`src/rtl/alu_sequencer.sv`:
```
// Upstream control stage for the 8-bit ALU: holds a small instruction program,
// issues one instruction at a time, waits for alu_done and captures the result.
module alu_sequencer #(
    parameter int DEPTH   = 16,
    parameter int AW      = 4,
    parameter int TIMEOUT = 32,
    parameter bit WRAP    = 1'b0
) (
    input  logic          clk,
    input  logic          rst,
    input  logic          prog_we,
    input  logic [AW-1:0] prog_addr,
    input  logic [23:0]   prog_data,
    input  logic          start,
    input  logic          alu_done,
    input  logic [7:0]    alu_results,
    output logic [7:0]    a,
    output logic [7:0]    b,
    output logic [3:0]    op,
    output logic          acc,
    output logic          en,
    output logic [AW-1:0] pc,
    output logic          busy,
    output logic          halted,
    output logic          error,
    output logic [7:0]    result,
    output logic          result_valid,
    output logic [7:0]    instr_count
);

    localparam int WW = $clog2(TIMEOUT + 1);

    typedef enum logic [2:0] {
        S_IDLE, S_FETCH, S_ISSUE, S_WAIT, S_NEXT, S_HALTED, S_ERROR
    } state_t;

    state_t        state_q, state_d;
    logic [7:0]    a_q, a_d, b_q, b_d, result_q, result_d, instr_count_q, instr_count_d;
    logic [3:0]    op_q, op_d;
    logic          acc_q, acc_d, en_q, en_d, result_valid_q, result_valid_d;
    logic          armed_q, armed_d;
    logic [AW-1:0] pc_q, pc_d;
    logic [WW-1:0] wd_q, wd_d;

    logic [23:0]   mem [DEPTH];
    logic [23:0]   instr;
    logic          idle_like;
    logic          reserved_unused;

    assign idle_like       = (state_q == S_IDLE) || (state_q == S_HALTED) || (state_q == S_ERROR);
    assign instr           = mem[pc_q];
    assign reserved_unused = ^instr[22:21];

    always_ff @(posedge clk) begin
        if (prog_we && idle_like) begin
            mem[prog_addr] <= prog_data;
        end
    end

    always_comb begin
        state_d        = state_q;
        a_d            = a_q;
        b_d            = b_q;
        op_d           = op_q;
        acc_d          = acc_q;
        en_d           = en_q;
        pc_d           = pc_q;
        result_d       = result_q;
        result_valid_d = 1'b0;
        instr_count_d  = instr_count_q;
        armed_d        = armed_q;
        wd_d           = wd_q;
        case (state_q)
            S_IDLE, S_HALTED, S_ERROR: begin
                en_d = 1'b0;
                if (start) begin
                    pc_d          = '0;
                    instr_count_d = '0;
                    state_d       = S_FETCH;
                end
            end
            S_FETCH: begin
                if (instr[23]) begin
                    state_d = S_HALTED;
                end else begin
                    acc_d   = instr[20];
                    op_d    = instr[19:16];
                    a_d     = instr[15:8];
                    b_d     = instr[7:0];
                    state_d = S_ISSUE;
                end
            end
            S_ISSUE: begin
                en_d    = 1'b1;
                armed_d = 1'b0;
                wd_d    = '0;
                state_d = S_WAIT;
            end
            S_WAIT: begin
                wd_d = wd_q + WW'(1);
                // A done flag seen before any low sample belongs to the previous instruction
                if (!alu_done) begin
                    armed_d = 1'b1;
                end
                if (alu_done && armed_q) begin
                    result_d       = alu_results;
                    result_valid_d = 1'b1;
                    if (instr_count_q != '1) begin
                        instr_count_d = instr_count_q + 8'd1;
                    end
                    en_d    = 1'b0;
                    state_d = S_NEXT;
                end else if (wd_q == WW'(TIMEOUT - 1)) begin
                    en_d    = 1'b0;
                    state_d = S_ERROR;
                end
            end
            S_NEXT: begin
                if (pc_q != AW'(DEPTH - 1)) begin
                    pc_d    = pc_q + AW'(1);
                    state_d = S_FETCH;
                end else if (WRAP) begin
                    pc_d    = '0;
                    state_d = S_FETCH;
                end else begin
                    state_d = S_HALTED;
                end
            end
            default: state_d = S_IDLE;
        endcase
    end

    always_ff @(posedge clk or posedge rst) begin
        if (rst) begin
            state_q        <= S_IDLE;
            a_q            <= '0;
            b_q            <= '0;
            op_q           <= '0;
            acc_q          <= 1'b0;
            en_q           <= 1'b0;
            pc_q           <= '0;
            result_q       <= '0;
            result_valid_q <= 1'b0;
            instr_count_q  <= '0;
            armed_q        <= 1'b0;
            wd_q           <= '0;
        end else begin
            state_q        <= state_d;
            a_q            <= a_d;
            b_q            <= b_d;
            op_q           <= op_d;
            acc_q          <= acc_d;
            en_q           <= en_d;
            pc_q           <= pc_d;
            result_q       <= result_d;
            result_valid_q <= result_valid_d;
            instr_count_q  <= instr_count_d;
            armed_q        <= armed_d;
            wd_q           <= wd_d;
        end
    end

    assign a            = a_q;
    assign b            = b_q;
    assign op           = op_q;
    assign acc          = acc_q;
    assign en           = en_q;
    assign pc           = pc_q;
    assign result       = result_q;
    assign result_valid = result_valid_q;
    assign instr_count  = instr_count_q;
    assign busy         = (state_q == S_FETCH) || (state_q == S_ISSUE) ||
                          (state_q == S_WAIT)  || (state_q == S_NEXT);
    assign halted       = (state_q == S_HALTED);
    assign error        = (state_q == S_ERROR);

endmodule
```
`config.mk`:
```
export PLATFORM = sky130hd
export DESIGN_NAME = alu_sequencer
export DESIGN_NICKNAME = d
export VERILOG_FILES = /design/src/rtl/alu_sequencer.sv
export SDC_FILE = /design/constraint.sdc
export NUM_CORES = 1
export LEC_CHECK = 0
export CORE_MARGIN = 2
export CORE_UTILIZATION = 54
export CTS_CLUSTER_DIAMETER = 40
export DETAILED_ROUTE_END_ITERATION = 6
export PLACE_DENSITY = 0.76
export REMOVE_ABC_BUFFERS = 1
export SLEW_MARGIN = 20
export SYNTH_ARGS = -nofsm -noshare
export SYNTH_HDL_FRONTEND = slang
export SYNTH_SLANG_ARGS = --single-unit
export TNS_END_PERCENT = 5
```
`constraint.sdc`:
```
create_clock -name clk -period 3.5 [get_ports clk]
set_input_delay 0.7 -clock clk [delete_from_list [all_inputs] [get_ports clk]]
set_output_delay 0.7 -clock clk [all_outputs]
set_load 0.05 [all_outputs]
```
* Yosys cells after proc, flatten, opt, wreduce, memory -nomap -nowiden *
Memories as Yosys holds them, arrays and structs flattened.
Cells that the tools add are included.
Widths: inputs -> output; s select.

cells by class
  $add $sub $neg = 3
  equal/unequal tests = 15
  mux-type cells = 23
  bitwise operators = 1
  reductions and logical operators = 20

operator list
  kind                 count
  $mux 8               3
  $pmux 8 s2           1
  $mux 3               5
  $pmux 3 s5           1
  $pmux 6 s2           1
  $ne 2x2->1 const B   5
  $reduce_and 2->1     5
  $eq 3x3->1 const B   3
  $add 8x1->8 const B  1
  $mux 4               2
  $ne 8x8->1 const B   1
  $pmux 4 s2           1
  $mux 1               7
  $add 6x1->6 const B  1
  $eq 3x2->1 const B   2
  $eq 6x5->1 const B   1
  $reduce_bool 2->1    3
  $logic_or 1x1->1     5
  $add 4x1->4 const B  1
  $ne 4x4->1 const B   1
  $reduce_and 4->1     1
  $eq 3x1->1 const B   1
  $logic_not 3->1      1
  $ne 3x3->1 const B   1
  other kinds (7)      8

storage, ports and cells
  register bits = 53
  RAM bits = 384
  output and inout port bits = 46
  memories kept = 1

memories
  memory  depth  width  read ports  clocked after Yosys merged registers in  wr ports  RTL line  text
  mem     16     24     1           0                                        1         45        logic [23:0] mem [DEPTH];

* Longest topological paths before layout *
Gate-level depths: netlist (run 1).

  depth in word-level cells = 6
  depth in mapped cells = 8
  mapped depth without buffers = 6

* Least setup slack after synthesis (run 1) *
Ideal clock, no wire load.

  path kind = reg-to-reg
  start point = register state_q[2]
  end point = memory mem[0][0] (enable)
  library setup time = 0.429 ns
  data arrival time = 3.228 ns
  required time = 3.071 ns
  slack = -0.157 ns
  stages on the path, launching flop included = 7
  clock period less this slack = 3.657 ns
  path through = dfrtp_1 clkbuf_1 and3b_1 a21o_1 nand2_1 or3_1 nor3_1

between the ends
  cells in the longest elaborated chain, start to end = 6
  elaborated cells on any way between the ends = 8
  classes of those cells = eq/ne: 2; mux: 2; reduce/logical: 4

ends and longest elaborated chain
  item                            RTL line  text
  from (decl)                     37        state_t state_q, state_d;
  from (signal assigned)          148       state_q <= state_d;
  $eq 3x3->1                      --
  net halted                      24        output logic halted,
  $logic_or 1x1->1 (2 in series)  50        assign idle_like = (state_q == S_IDLE) || (state_q == S_HALTED) || (state_q == S_ERROR);
  $logic_and 1x1->1               55        if (prog_we && idle_like) begin
  $mux 1                          55
  $mux 1 (implied by the code)    56        mem[prog_addr] <= prog_data;
  to (decl)                       45

The timed path passes the listed nets, and every way through them passes these cells.

* Final worst setup path (run 1) *
  start point = register state_q[0]
  end point = output port busy

between the ends
  cells in the longest elaborated chain, start to end = 4
  elaborated cells on any way between the ends = 7
  classes of those cells = eq/ne: 4; reduce/logical: 3

ends and longest elaborated chain
  item                                             RTL line  text
  $eq 3x1->1 / $eq 3x2->1 (equally long branches)  172       assign busy = (state_q == S_FETCH) || (state_q == S_ISSUE) ||
  $logic_or 1x1->1 (2 in series)                   172
  $logic_or 1x1->1 (*)                             173       (state_q == S_WAIT) || (state_q == S_NEXT);
  to (decl)                                        23        output logic busy,

Every way passes the cells marked *; elsewhere a longest branch is shown, timed or not.

==> results of run 1 <==
==> through the flow <==
| step | power (uW) | cells | setup TNS [ns] |
|---|---|---|---|
| 6_report | 14800 | 1343 | 0 |
| 4_1_cts | 15000 | 1343 | 0 |
| 2_1_floorplan | 8890 | 753 | -59.63 |
| 5_1_grt | 15400 | 1343 | 0 |
| 3_5_place_dp | 9990 | 1255 | 0 |
| 3_3_place_gp | 9910 | 1255 | 0 |
==> cell families after synthesis <==
group | Yosys count
muxes | 128
adders and majority gates | 3
AOI/OAI and AO/OA | 88
xor gates and xnor gates | 5
buffers and inverters | 44
and+or+nand+nor | 120
DFF | 405
==> area by class of cell <==
type                       count  area [um2]
sequential                   405       11900
fill                        1839        9860
multi-input combinational    344        3750
clock buffer                  59        1240
timing repair buffer         118        1160
tap                          384         480
clock inverter                29         370
inverter                       4        15.0
==> metal layers <==
layer	wire [um]	track usage, %	part of all wire, %	vias up
met4	807	6.63	2.5	0
met3	2690	3.79	8.2	64
met1	13700	32.1	42	4220
met2	15700	34.9	48	363
met5	0	0	0	-
li1	-	-	-	3499
==> critical path, stage by stage (launching register included) <==
cell	delay, ns
dfrtp_1	0.64
nor2_1	0.15
xnor2_1	0.17
clkdlybuf4s50_1	0.83
==> power by group through the flow <==
stage | Sequential (uW) | Clock (uW) | Combinational, uW
3_5_place_dp | 6080 | 0 | 3900
6_report | 6000 | 4980 | 3880
5_1_grt | 6050 | 5230 | 4130
2_1_floorplan | 6870 | 0 | 2020
3_3_place_gp | 6070 | 0 | 3840
4_1_cts | 6000 | 5050 | 3920
==> worst paths after layout <==
path / start / end / slack (ns) / cells after the start
max: state_q[0]$_DFFE_PP0P_ / busy / 0.48 / 3
min: rst / pc[1]$_DFFE_PP0P_ / 0.42 / 2
max reg2reg: state_q[2]$_DFFE_PP0P_ / mem[1][2]$_DFFE_PP_ / 0.84 / 6
min reg2reg: instr_count[4]$_DFFE_PP0P_ / instr_count[4]$_DFFE_PP0P_ / 0.50 / 1
max in group asynchronous: rst / b[2]$_DFFE_PP0P_ / 2.41 / 3
min in group clk: instr_count[4]$_DFFE_PP0P_ / instr_count[4]$_DFFE_PP0P_ / 0.50 / 1
==> synth_stat cells (4+ instances only) <==
master    count  area share (%)
a22oi_1      42             2.0
a21oi_1      10            0.32
mux4_2       86              12
buf_2         9            0.28
mux2i_1      11            0.70
nor2b_1       6            0.24
mux2_4       19             1.8
nand2b_1      6            0.24
dfrtp_1      53             8.4
inv_1         4           0.095
and3_1        4            0.16
o21ai_0      22            0.70
mux2_2       12            0.85
nor3_1        7            0.22
clkbuf_1     25            0.59
nand3_1       8            0.25
nand2_1      43             1.0
nor2_1       30            0.71
edfxtp_1    352              67
and2_1        5            0.20
==> state kept, by name (all words and copies together), names as in the netlist, 4 cells and up <==
name	cells
b	8
a	8
wd_q	6
pc	4
instr_count	8
mem	352
result	8
op	4
==> metrics.cfg, run 1 <==
[run_status]
status = finished clean

[logic_synthesis]
synth_flop_cell = edfxtp_1
synth_mux_area_share_pct = 15.6
syn_area_mm2 = 0.0158
async_flop_share_pct = 13.1
yosysSeqAreaShare_pct = 75.3
postSynthCellCount = 793
synth-seq-cells = 405
ys_types = 45
synth_top_family_by_area = multiplexers
synth.avg_cell_area_um2 = 19.9
yosys_warnings = 0
synthSimpleGateAreaFrac_pct = 3.59
synthAdderAreaFrac_pct = 0.237
synth_xor_area_share_pct = 0.277
synth-compound-area-share_pct = 3.69
synth_edf_count = 352

[layout]
synthToLayoutAreaGrowth_pct = 19.7
fin_area_mm2 = 0.0189
layout_commonest_cell = edfxtp_1
finish.net_count = 964
fin_util_pct = 65.7
final_cell_mix = edfxtp_1 (352), mux4_2 (86), clkdlybuf4s50_1 (84)
drive_above_1_share_pct = 25.5
antennaDiodeCount = 0

[floorplan]
num_rows = 62
core_area_mm2 = 0.0288
io_pins = 87
die_w_um = 175
start_util_pct = 54.9
die_h_um = 175
fp.dieArea_mm2 = 0.0307

[timing]
hold_viol = 0
grt_setup_unrepaired = no
period_minus_slack_ns = 3.02
max_slew_margin_pct = 37.4
fin_crit_sh_pct = 86.4
tightest_slew_ns = 0.940
setup_violations = 0
report.final.slew_viol_count = 0
setup_ws_ns = 0.475
skew_ns = 0.0303
holdWs_ns = 0.417
fmax_mhz = 331

[cts]
cts_hold_buffers = 0
clk_path_buf_depth = 3
root_buffer = clkbuf_16
cts_setup_buffers = 0
cts_buffers = 47
cts_resized = 0
ctsHtreeMaxLevel = 2
clock_latency_ns = 0.57
clk_pin_slew_ns = 0.06
cts_tree = built
cts.sinks = 405

[route]
via_count = 8146
wire_per_inst_um = 24.5
drc = 0
first_pass_iters = 5
drt-vias-per-instance = 6.07
routed_wl_mm = 32.9
drtIter0Drc = 914
ant_nets = 0

[hold_path]
holdCritPathClass = in -> async

[worst_setup_path]
startpoint_type = register
crit_required_ns = 2.80
crit_type = reg -> out
end_kind = output port
critical_path_peak_fanout = 16
worstPathArrival_ns = 2.32

[place]
portBuffers = 84
gp_congestion = 0.789
pre_cts_ws_ns = 0.750
dp_hpwl_mm = 18.1
placed_area_mm2 = 0.0173

[grt]
grt_pass1_vias = 8323
gr-total-overflow = 0
grtUsageTotal_pct = 22.1
antenna_found_initial = 0
grt_start_max_net_pins = 50
grt_pass1_wl_mm = 50.2

[power]
p_per_area_mw_per_mm2 = 785
pwr-share-comb_pct = 26.1
ir_worst_vdd_uv = 514
p_int_uw = 10400
swShare_pct = 30.0
p_seq_share_pct = 40.4
p_sw_uw = 4450
p_leak_uw = 0.00629
clkPwrFrac_pct = 33.5

[run]
max-cap-violations = 0

(Power assumes the default switching activity.)
==> run 2: changes to the inputs <==
--- a/config.mk
+++ b/config.mk
@@ -5,13 +5,13 @@
 export SDC_FILE = /design/constraint.sdc
 export NUM_CORES = 1
 export LEC_CHECK = 0
-export CORE_MARGIN = 2
+export ABC_AREA = 0
 export CORE_UTILIZATION = 54
 export CTS_CLUSTER_DIAMETER = 40
 export DETAILED_ROUTE_END_ITERATION = 6
 export PLACE_DENSITY = 0.76
 export REMOVE_ABC_BUFFERS = 1
-export SLEW_MARGIN = 20
+export SLEW_MARGIN = 40
 export SYNTH_ARGS = -nofsm -noshare
 export SYNTH_HDL_FRONTEND = slang
 export SYNTH_SLANG_ARGS = --single-unit
==> run 2 against run 1 <==
Worst setup slack worse by 0.036 ns. Critical path depth stayed put. Non-clock buffer count rose by 2. Via count is 0.66% higher. First-iteration DRC count is 15% lower. Total power is 0.85% lower. Die area decreased by 2.3%. Maximum frequency shrank 1.2%. Highest routed layer unchanged.
==> metrics.cfg, run 2 (synthesized netlist as in run 1, its figures left out) <==
[run_status]
status = finished clean

[route]
drt-vias-per-instance = 6.09
drtIter0Drc = 778
wire_per_inst_um = 24.5
routed_wl_mm = 33.0
drc = 0
via_count = 8200
ant_nets = 0
first_pass_iters = 5

[floorplan]
fp.dieArea_mm2 = 0.0300
die_h_um = 173
die_w_um = 173
start_util_pct = 54.9
io_pins = 87
num_rows = 62
core_area_mm2 = 0.0288

[worst_setup_path]
startpoint_type = register
crit_type = reg -> out
worstPathArrival_ns = 2.36
crit_slowest_cell = clkdlybuf4s50_1
r2r_start = state_q[2]$_DFFE_PP0P_
crit_buf_inv = 1
cpLargestDelayFamily = buffers and inverters
max_stage_delay_ns = 0.83
end_kind = output port
cp-startpoint = state_q[0]$_DFFE_PP0P_
crit_required_ns = 2.80
crit_chain = nor2_1 -> xnor2_1 -> clkdlybuf4s50_1
critical_path_peak_fanout = 16

[hold_path]
holdCritPathClass = in -> async

[cts]
clock_latency_ns = 0.55
cts_setup_buffers = 0
clk_path_buf_depth = 3
cts_tree = built
cts_resized = 0
cts_buffers = 47
cts.sinks = 405
cts_hold_buffers = 0
ctsHtreeMaxLevel = 2
root_buffer = clkbuf_16
clk_pin_slew_ns = 0.05

[timing]
fin_crit_sh_pct = 87.4
hold_viol = 0
skew_ns = 0.0187
fmax_mhz = 327
grt_setup_unrepaired = no
period_minus_slack_ns = 3.06
setup_violations = 0
max_slew_margin_pct = 55.0
tightest_slew_ns = 0.671
report.final.slew_viol_count = 0
holdWs_ns = 0.378

[grt]
grtUsageTotal_pct = 22.5
gr-total-overflow = 0
grt_start_max_net_pins = 50
grt_pass1_vias = 8265
grt_pass1_wl_mm = 50.1
antenna_found_initial = 1

[layout]
synthToLayoutAreaGrowth_pct = 19.4
final_cell_mix = edfxtp_1 (352), mux4_2 (86), clkdlybuf4s50_1 (84)
drive_above_1_share_pct = 26.0
largest_reg_flops = 352
fin_area_mm2 = 0.0189
largest-register = mem
finalNonFillerCells = 1346
finish.net_count = 966
layout_commonest_cell = edfxtp_1

[place]
dp_hpwl_mm = 18.4
gp_congestion = 0.791
portBuffers = 84
place_inst = 1257
placed_area_mm2 = 0.0173

[power]
ir_worst_vdd_uv = 514
p_leak_uw = 0.00628
p_per_area_mw_per_mm2 = 780
power_uw = 14700

[run]
max-cap-violations = 0

## run 2: cell count changes in the layout (fill, tap and decap cells not counted), sizes merged
cell / delta
bufinv: -2
clkinv: +3
diode: +1
inv: -5
clkbuf: +4
buf: +2
## run 2: power by group
group / switching (uW) / leakage [uW] / internal (uW) / total (uW)
Clock: 1920 / 0.000764 / 2920 / 4840
Sequential: 358 / 0.00382 / 5600 / 5960
Combinational: 2140 / 0.00170 / 1790 / 3930
Total: 4410 / 0.00628 / 10300 / 14700
## run 2: area by class of cell
cell class,count,area [um2]
sequential,405,11900
fill,1875,9910
multi-input combinational,344,3750
clock buffer,63,1290
timing repair buffer,120,1140
tap,384,480
clock inverter,25,292
inverter,4,15.0
antenna,1,2.50
## run 2: worst register-to-register path: stages (launching register included)
cell     delay, ns
dfrtp_1       0.65
and3b_1       0.28
a21o_1        0.21
nand2_1       0.07
or3_1         0.44
nor3_2        0.17
buf_4         0.40
## run 2: routing by layer
layer,track usage (%),wire (um)
met5,0,0
met3,4.95,2680
met4,6.56,633
met2,35.5,16100
met1,32.1,13600
## run 2: final timing paths
kind	end	cells after the start	slack, ns
worst max-delay path	busy	3	0.44
worst min-delay path	result_valid$_DFF_PP0_	2	0.38
worst max register to register	mem[0][3]$_DFFE_PP_	6	0.93
worst min register to register	result[0]$_DFFE_PP0P_	1	0.50
max in group asynchronous	pc[0]$_DFFE_PP0P_	3	2.38
min in group clk	result[0]$_DFFE_PP0P_	1	0.50
## run 2: per-stage QoR
stage | setup slack [ns] | setup TNS [ns] | utilization [%]
5_1_grt | 0.314 | 0 | 65.6
2_1_floorplan | -2.13 | -59.63 | -
4_1_cts | 0.419 | 0 | 65.5
6_report | 0.440 | 0 | 65.6
3_5_place_dp | 0.642 | 0 | 60.1
3_3_place_gp | 0.720 | 0 | 60.1
==> run 3: changes to the inputs <==
--- a/config.mk
+++ b/config.mk
@@ -9,6 +9,7 @@
 export CORE_UTILIZATION = 54
 export CTS_CLUSTER_DIAMETER = 40
 export DETAILED_ROUTE_END_ITERATION = 6
+export GPL_TIMING_DRIVEN = 1
 export PLACE_DENSITY = 0.76
 export REMOVE_ABC_BUFFERS = 1
 export SLEW_MARGIN = 40
==> results of run 3 <==
No change in the layout: final DEF, timing and power equal those of run 2.
